### config.mk
export PLATFORM = sky130hd
export DESIGN_NAME = fifo_rd_ctrl
export DESIGN_NICKNAME = d
export VERILOG_FILES = /design/src/rtl/fifo_rd_ctrl.sv
export SDC_FILE = /design/constraint.sdc
export NUM_CORES = 1
export LEC_CHECK = 0
export CORE_MARGIN = 10
export CORE_UTILIZATION = 43
export CTS_CLUSTER_SIZE = 12
export DETAILED_ROUTE_END_ITERATION = 8
export GPL_TIMING_DRIVEN = 1
export PLACE_DENSITY = 0.77
export SLEW_MARGIN = 20
export SYNTH_ARGS = -nofsm -noshare
export SYNTH_HDL_FRONTEND = slang
export SYNTH_SLANG_ARGS = --single-unit
### constraint.sdc
create_clock -name R_CLK -period 3.25 [get_ports R_CLK]
set_input_delay 0.65 -clock R_CLK [delete_from_list [all_inputs] [get_ports R_CLK]]
set_output_delay 0.65 -clock R_CLK [all_outputs]
set_load 0.01 [all_outputs]
### src/rtl/fifo_rd_ctrl.sv
// -----------------------------------------------------------------------------
// fifo_rd_ctrl
// Read-side pointer controller of the UART asynchronous FIFO. Lives entirely
// in the read clock domain: owns the binary read pointer, the memory read
// address and the registered Gray read pointer that is handed to the write
// domain synchroniser. Status flags (EMPTY, ALMOST_EMPTY, rd_count) are
// derived from the write pointer, which arrives already synchronised.
// UNDERFLOW is a sticky error that records a read attempted while empty.
// -----------------------------------------------------------------------------
module fifo_rd_ctrl #(
    parameter int PTR_WD   = 4,
    parameter int AE_LEVEL = 2
) (
    input  logic              R_CLK,
    input  logic              R_RST,
    input  logic              R_INC,
    input  logic              ERR_CLR,
    input  logic [PTR_WD-1:0] w2r_ptr,
    output logic [PTR_WD-1:0] gray_rd_ptr,
    output logic [PTR_WD-2:0] rd_addr,
    output logic              EMPTY,
    output logic              ALMOST_EMPTY,
    output logic [PTR_WD-1:0] rd_count,
    output logic              UNDERFLOW
);

    // Threshold expressed at pointer width so the compare is width-matched.
    localparam logic [PTR_WD-1:0] AE_LVL_C = PTR_WD'(AE_LEVEL);
    localparam logic [PTR_WD-1:0] ONE_C    = PTR_WD'(1);

    // Binary to Gray: adjacent codes differ in exactly one bit, which is what
    // makes the pointer safe to sample in the other clock domain.
    function automatic logic [PTR_WD-1:0] bin2gray(input logic [PTR_WD-1:0] b);
        return b ^ (b >> 1);
    endfunction

    // Gray to binary, iterative from the MSB down: each binary bit is the
    // running XOR of all Gray bits at or above it.
    function automatic logic [PTR_WD-1:0] gray2bin(input logic [PTR_WD-1:0] g);
        logic [PTR_WD-1:0] b;
        b             = '0;
        b[PTR_WD-1]   = g[PTR_WD-1];
        for (int i = PTR_WD - 2; i >= 0; i--) begin
            b[i] = b[i+1] ^ g[i];
        end
        return b;
    endfunction

    // State
    logic [PTR_WD-1:0] rd_ptr_q;
    logic [PTR_WD-1:0] rd_ptr_d;
    logic [PTR_WD-1:0] gray_rd_ptr_q;
    logic [PTR_WD-1:0] gray_rd_ptr_d;
    logic              underflow_q;
    logic              underflow_d;

    // Combinational helpers
    logic              empty_s;
    logic              pop_s;
    logic              underflow_set_s;
    logic [PTR_WD-1:0] w_bin_s;
    logic [PTR_WD-1:0] rd_count_s;

    // Status decode: empty when the two Gray pointers match, occupancy from
    // the binary difference (intentionally not clamped so a protocol
    // violation remains visible).
    always_comb begin
        empty_s    = (gray_rd_ptr_q == w2r_ptr);
        w_bin_s    = gray2bin(w2r_ptr);
        rd_count_s = w_bin_s - rd_ptr_q;
    end

    // Next-state logic for the pointers and the sticky underflow flag.
    always_comb begin
        pop_s           = 1'b0;
        underflow_set_s = 1'b0;
        rd_ptr_d        = rd_ptr_q;
        gray_rd_ptr_d   = gray_rd_ptr_q;
        underflow_d     = underflow_q;

        if (R_INC && !empty_s) begin
            pop_s = 1'b1;
        end else begin
            pop_s = 1'b0;
        end

        if (R_INC && empty_s) begin
            underflow_set_s = 1'b1;
        end else begin
            underflow_set_s = 1'b0;
        end

        if (pop_s) begin
            rd_ptr_d = rd_ptr_q + ONE_C;
        end else begin
            rd_ptr_d = rd_ptr_q;
        end

        // Gray pointer is computed from the next binary value so that it is
        // updated on the same edge as rd_ptr with no skew between them.
        gray_rd_ptr_d = bin2gray(rd_ptr_d);

        // Set has priority over clear so a simultaneous error is never lost.
        if (underflow_set_s) begin
            underflow_d = 1'b1;
        end else if (ERR_CLR) begin
            underflow_d = 1'b0;
        end else begin
            underflow_d = underflow_q;
        end
    end

    // State registers with synchronous reset overriding all other inputs.
    always_ff @(posedge R_CLK) begin
        if (R_RST) begin
            rd_ptr_q      <= '0;
            gray_rd_ptr_q <= '0;
            underflow_q   <= 1'b0;
        end else begin
            rd_ptr_q      <= rd_ptr_d;
            gray_rd_ptr_q <= gray_rd_ptr_d;
            underflow_q   <= underflow_d;
        end
    end

    // Output mapping; memory address is the pointer without its wrap bit.
    always_comb begin
        gray_rd_ptr  = gray_rd_ptr_q;
        rd_addr      = rd_ptr_q[PTR_WD-2:0];
        EMPTY        = empty_s;
        rd_count     = rd_count_s;
        ALMOST_EMPTY = (rd_count_s <= AE_LVL_C);
        UNDERFLOW    = underflow_q;
    end

endmodule

======== Word level (Yosys, flattened, before mapping) ========
Cells that the tools add are included.
cells by class
  add/sub/neg operators ................... 2
  order comparisons ....................... 1
  equality and inequality tests ........... 1
  multiplexer cells ....................... 5
  bitwise operators ....................... 4
  reductions and logical operators ........ 4
operator list
  operator                                                                          number
  4-bit by 1-bit adder with 4-bit output, second input constant                     1
  4-bit == test                                                                     1
  4-bit by 2-bit less-or-equal comparator with 1-bit output, second input constant  1
  1-bit 2-to-1 mux                                                                  4
  4-bit 2-to-1 mux                                                                  1
  4-bit subtractor                                                                  1
  4-bit by 3-bit XOR with 4-bit output                                              1
  1-bit XOR                                                                         3
  1-bit logical AND                                                                 2
  2-bit nonzero test                                                                1
  1-bit zero test                                                                   1
word-level totals
  register bits ........................... 9
  bits of input ports ..................... 8
  output and inout port bits .............. 14
  word-level logic and storage cells ...... 20

======== Depth between registers and ports, before layout ========
  depth in word-level cells ............... 6
  depth in mapped cells ................... 8
  depth with buffers taken out ............ 8

======== Worst setup path before layout ========
Ideal clock, no wire load.
  path type ............................... input to output
  start point ............................. input port w2r_ptr[3]
  end point ............................... output port ALMOST_EMPTY
  arrival ................................. 2386 ps
  data required time ...................... 2600 ps
  slack ................................... 214 ps
  cell stages on the path ................. 7
  buffers on the path ..................... 0
  cell sequence ........................... xor2_1 > xnor2_1 > xor2_1 > ha_1 > fa_1 > inv_1 > a221oi_1
on the way
  longest elaborated chain between the ends .. 5
ends and longest elaborated chain
  item                                                         RTL line  RTL
  start: declaration                                           18        input logic [PTR_WD-1:0] w2r_ptr,
  1-bit XOR * (2 in series)                                    44        b[i] = b[i+1] ^ g[i];
  1-bit XOR                                                    44
  4-bit subtractor *                                           70        rd_count_s = w_bin_s - rd_ptr_q;
  net rd_count[1]                                              23        output logic [PTR_WD-1:0] rd_count,
  4-bit by 2-bit less-or-equal comparator with 1-bit output *  132       ALMOST_EMPTY = (rd_count_s <= AE_LVL_C);
  end: declaration                                             22        output logic ALMOST_EMPTY,
The timed path passes the listed nets; every way through them passes the cells marked *.

======== Final worst setup path ========
  start point ............................. input port w2r_ptr[2]
  end point ............................... output port ALMOST_EMPTY
on the way
  longest elaborated chain between the ends .. 5
ends and longest elaborated chain
  item                                                         RTL line
  1-bit XOR *                                                  44
  1-bit XOR (2 in series)                                      44
  4-bit subtractor *                                           70
  4-bit by 2-bit less-or-equal comparator with 1-bit output *  132
Mark *: on every way between the ends. The rest lies on a longest branch, timed or not.

==> summary.md <==
| Metric | Value |
|---|---|
| Measured slew at the worst slew-check pin | 393 ps |
| Pwr Total | 370 uW |
| Worst setup path class | primary input to output port |
| Placed Instances | 116 |
| Synth Area in Adders | 0.113 |
| Largest net degree at the start of global routing | 14 |
| Most frequent cell after synthesis | dfxtp_1 |
| Post-route non-filler standard cell count | 119 |
| Crit-path max FO | 3 |
| Multiplexer share of the synthesized area | 0.0324 |
| Post-route setup TNS | 0 ps |
| Number of H-tree levels | 1 |
| Via count | 605 |
| Slowest CP cell | ha_1 |
| Clock Tree Buf Depth | 2 |
| Crit-path cells | dlygate4sd2_1, xor2_2, xnor2_2, inv_1, ha_1, nor2b_1, o21ai_1, nand3_1, a221oi_2, buf_2 |
| Fin. Hold Viols | 0 |
| Status | finished, final reports clean |
| Ant diodes | 0 |
| Final hold slack | 574 ps |
| Root Driver | clkbuf_4 |
| Relative slew slack | 0.737 |
| EDFF count, synth | 0 |
| Leak | 0.000424 uW |
| Die height | 57.9 um |
| Post-synth top area cell | dfxtp_1 |
| Seq/Total Area, Yosys | 0.259 |
| Hold Crit Class | register to register |
| Hpwl dp | 1.28 mm |
| Initial antenna violation count | 0 |
| DRC viols | 0 |
| GR Util All Layers | 0.102 |
| Nets | 119 |
| Simple-gate share of the synthesized area | 0.204 |
| Seq cells post-synth | 8 |
| Synth warn | 0 |
| Worst EP arrival | 2590 ps |
| Post-Synth XOR/XNOR Area | 0.182 |
| Layout cell share with drive strength beyond 1 | 0.221 |
| Fin crit share | 0.996 |
| Largest family of logic cells by synthesized area | simple AND/OR/NAND/NOR gates |
| Dominant synthesized flop cell | dfxtp_1 |
| Worst Setup End Kind | output port |
| Global-route wire length before repair | 2.70 mm |
| Die area | 0.00335 sq mm |
| Starting Density | 0.463 |
| Largest cells by area after synthesis | dfxtp_1, xor2_1, ha_1 |
| Peak supply drop | 297 uV |
| Worst clock skew | 4.72 ps |
| Clock Sinks | 8 |
| CP peak stage delay | 290 ps |
| Fmax | 309 MHz |
| Post-CTS Repair Setup Buffers | 0 |
| Final setup fails | 0 |
| Yosys cell types | 30 |
| Final wirelength | 1.63 mm |
| Worst Setup Start Kind | primary input |
| Initial DRC count | 7 |
| Minimum clock period | 3240 ps |
| First-pass detailed-route iteration total | 4 |
| Post-synthesis async set-or-reset flop share | 0 |
| RD Place Congestion | 0.797 |
| TritonCTS Buffers | 3 |
| Via-to-Cell Ratio | 5.08 |
| Vias in the first global route | 608 |
| Gate Count Post-Synth | 72 |
| Die Wd | 57.9 um |
| Final slew viol count | 0 |
| Synth top area share | 0.259 |
| Max Cap Violations | 0 |
| Clock transition at path regs | 50 ps |
| Syn Area/Cell | 8.58 sq um |
| CP required | 2600 ps |
| Post-Syn Area | 618 sq um |
| IO buf count | 21 |
| Avg WL per Cell | 13.7 um |
| Hold bufs inserted after CTS | 0 |
| Post-synthesis compound-gate area fraction | 0.142 |
| CTS tree | done |
| Row cnt | 13 |
| Net Count, Synth | 85 |
| Core area | 0.00133 sq mm |
| Clock Latency Late Sink | 250 ps |
| PD cells | 390 mW/mm^2 |
| Top post-synthesis cells by count | dfxtp_1, inv_1, xor2_1, nor2_1, o21ai_0 |
| Synthesis-to-finish area growth | 53.4% |
| I/O pin cnt | 22 |
| RSZ-0062 raised after global routing | true |
| Total global routing overflow | 0 |
| Antenna-violating nets left | 0 |
[registers in the layout (all words and copies together), names as in the netlist]
signal / count
UNDERFLOW: 1
rd_ptr_q: 4
gray_rd_ptr: 3
[where the power goes]
group          switching, uW  internal (uW)
Clock                   34.0           42.3
Combinational           85.1           94.7
Sequential              7.85            106
[path summary, 6_finish.rpt]
path	from	to	slack [ps]	cells after the start
setup / recovery	w2r_ptr[2]	ALMOST_EMPTY	10	10
setup reg to reg	rd_ptr_q[3]$_SDFF_PP0_	gray_rd_ptr[2]$_SDFF_PP0_	1680	5
hold reg to reg	rd_ptr_q[3]$_SDFF_PP0_	rd_ptr_q[3]$_SDFF_PP0_	570	2
hold / removal	rd_ptr_q[3]$_SDFF_PP0_	rd_ptr_q[3]$_SDFF_PP0_	570	2
[final cells by class]
cell class	count	area (sq um)
Tap cell	15	18.8
Fill cell	118	385
Inverter	7	26.3
Timing Repair Buffer	31	273
Sequential cell	8	160
Multi-Input combinational cell	55	448
Clock buffer	3	22.5
[stage by stage]
stage                     worst slack [ps]  instance area (sq um)   util
after floorplan                        214                    618      -
after global placement                -657                    907  0.680
after detailed placement              -667                    907  0.680
after CTS                             11.9                    932  0.699
after global routing                  -173                    948  0.711
final                                 12.2                    948  0.711
[layout by cell type, fill, tap and decap left out]
| master | count |
|---|---|
| xor2_2 | 2 |
| o21ai_0 | 4 |
| mux2i_1 | 2 |
| nor3_1 | 3 |
| nor2_1 | 5 |
| xnor2_2 | 2 |
| fa_1 | 1 |
| a21o_1 | 1 |
| o211ai_1 | 1 |
| nand2_1 | 1 |
| nand3b_1 | 1 |
| nand2b_1 | 1 |
| or2_2 | 1 |
| xor2_1 | 6 |
| and2_1 | 1 |
| a21oi_1 | 3 |
| o21ai_1 | 1 |
| buf_4 | 10 |
| or3_1 | 2 |
| clkdlybuf4s50_1 | 13 |
| nor3b_1 | 1 |
| nor4_1 | 1 |
| buf_2 | 1 |
| a221oi_2 | 1 |
| clkbuf_4 | 3 |
| or4_1 | 1 |
| o41ai_2 | 1 |
| dlymetal6s2s_1 | 1 |
| xnor2_1 | 2 |
| dfxtp_1 | 8 |
| nor2b_1 | 3 |
| ha_2 | 1 |
| nand3_1 | 2 |
| clkdlybuf4s15_1 | 1 |
| ha_1 | 3 |
| dlygate4sd2_1 | 4 |
| o21bai_1 | 1 |
| clkbuf_2 | 1 |
| inv_1 | 7 |
[routing by layer]
layer / wire length (um) / global-route usage
met1: 659 / 0.103
met2: 783 / 0.158
met3: 152 / 0.0501
met4: 36 / 0.0772
met5: 0 / 0
[repair_timing]
item                                    4_1_cts  5_1_grt
pin swaps                                     2        6
endpoints found under the setup margin        5        4
resized for setup                            14        7
[cells by family (layout without fill, tap and decap cells)]
kind of cell    count (synthesis)  after routing
simple gates                   23             23
compound gates                 13             13
xor+xnor                       12             12
mux                             2              2
buf+inv                         9             41
flops                           8              8
fa+ha+maj                       5              5
[critical path, delay by kind of cell]
family | cells | cell delay (ps)
XOR/XNOR | 2 | 420
AND/OR/NAND/NOR | 2 | 270
buffers and inverters | 3 | 540
AO/OA/AOI/OAI | 2 | 420
adder cells (fa/ha/maj) | 1 | 290
Power figures use the tool's default switching activity.
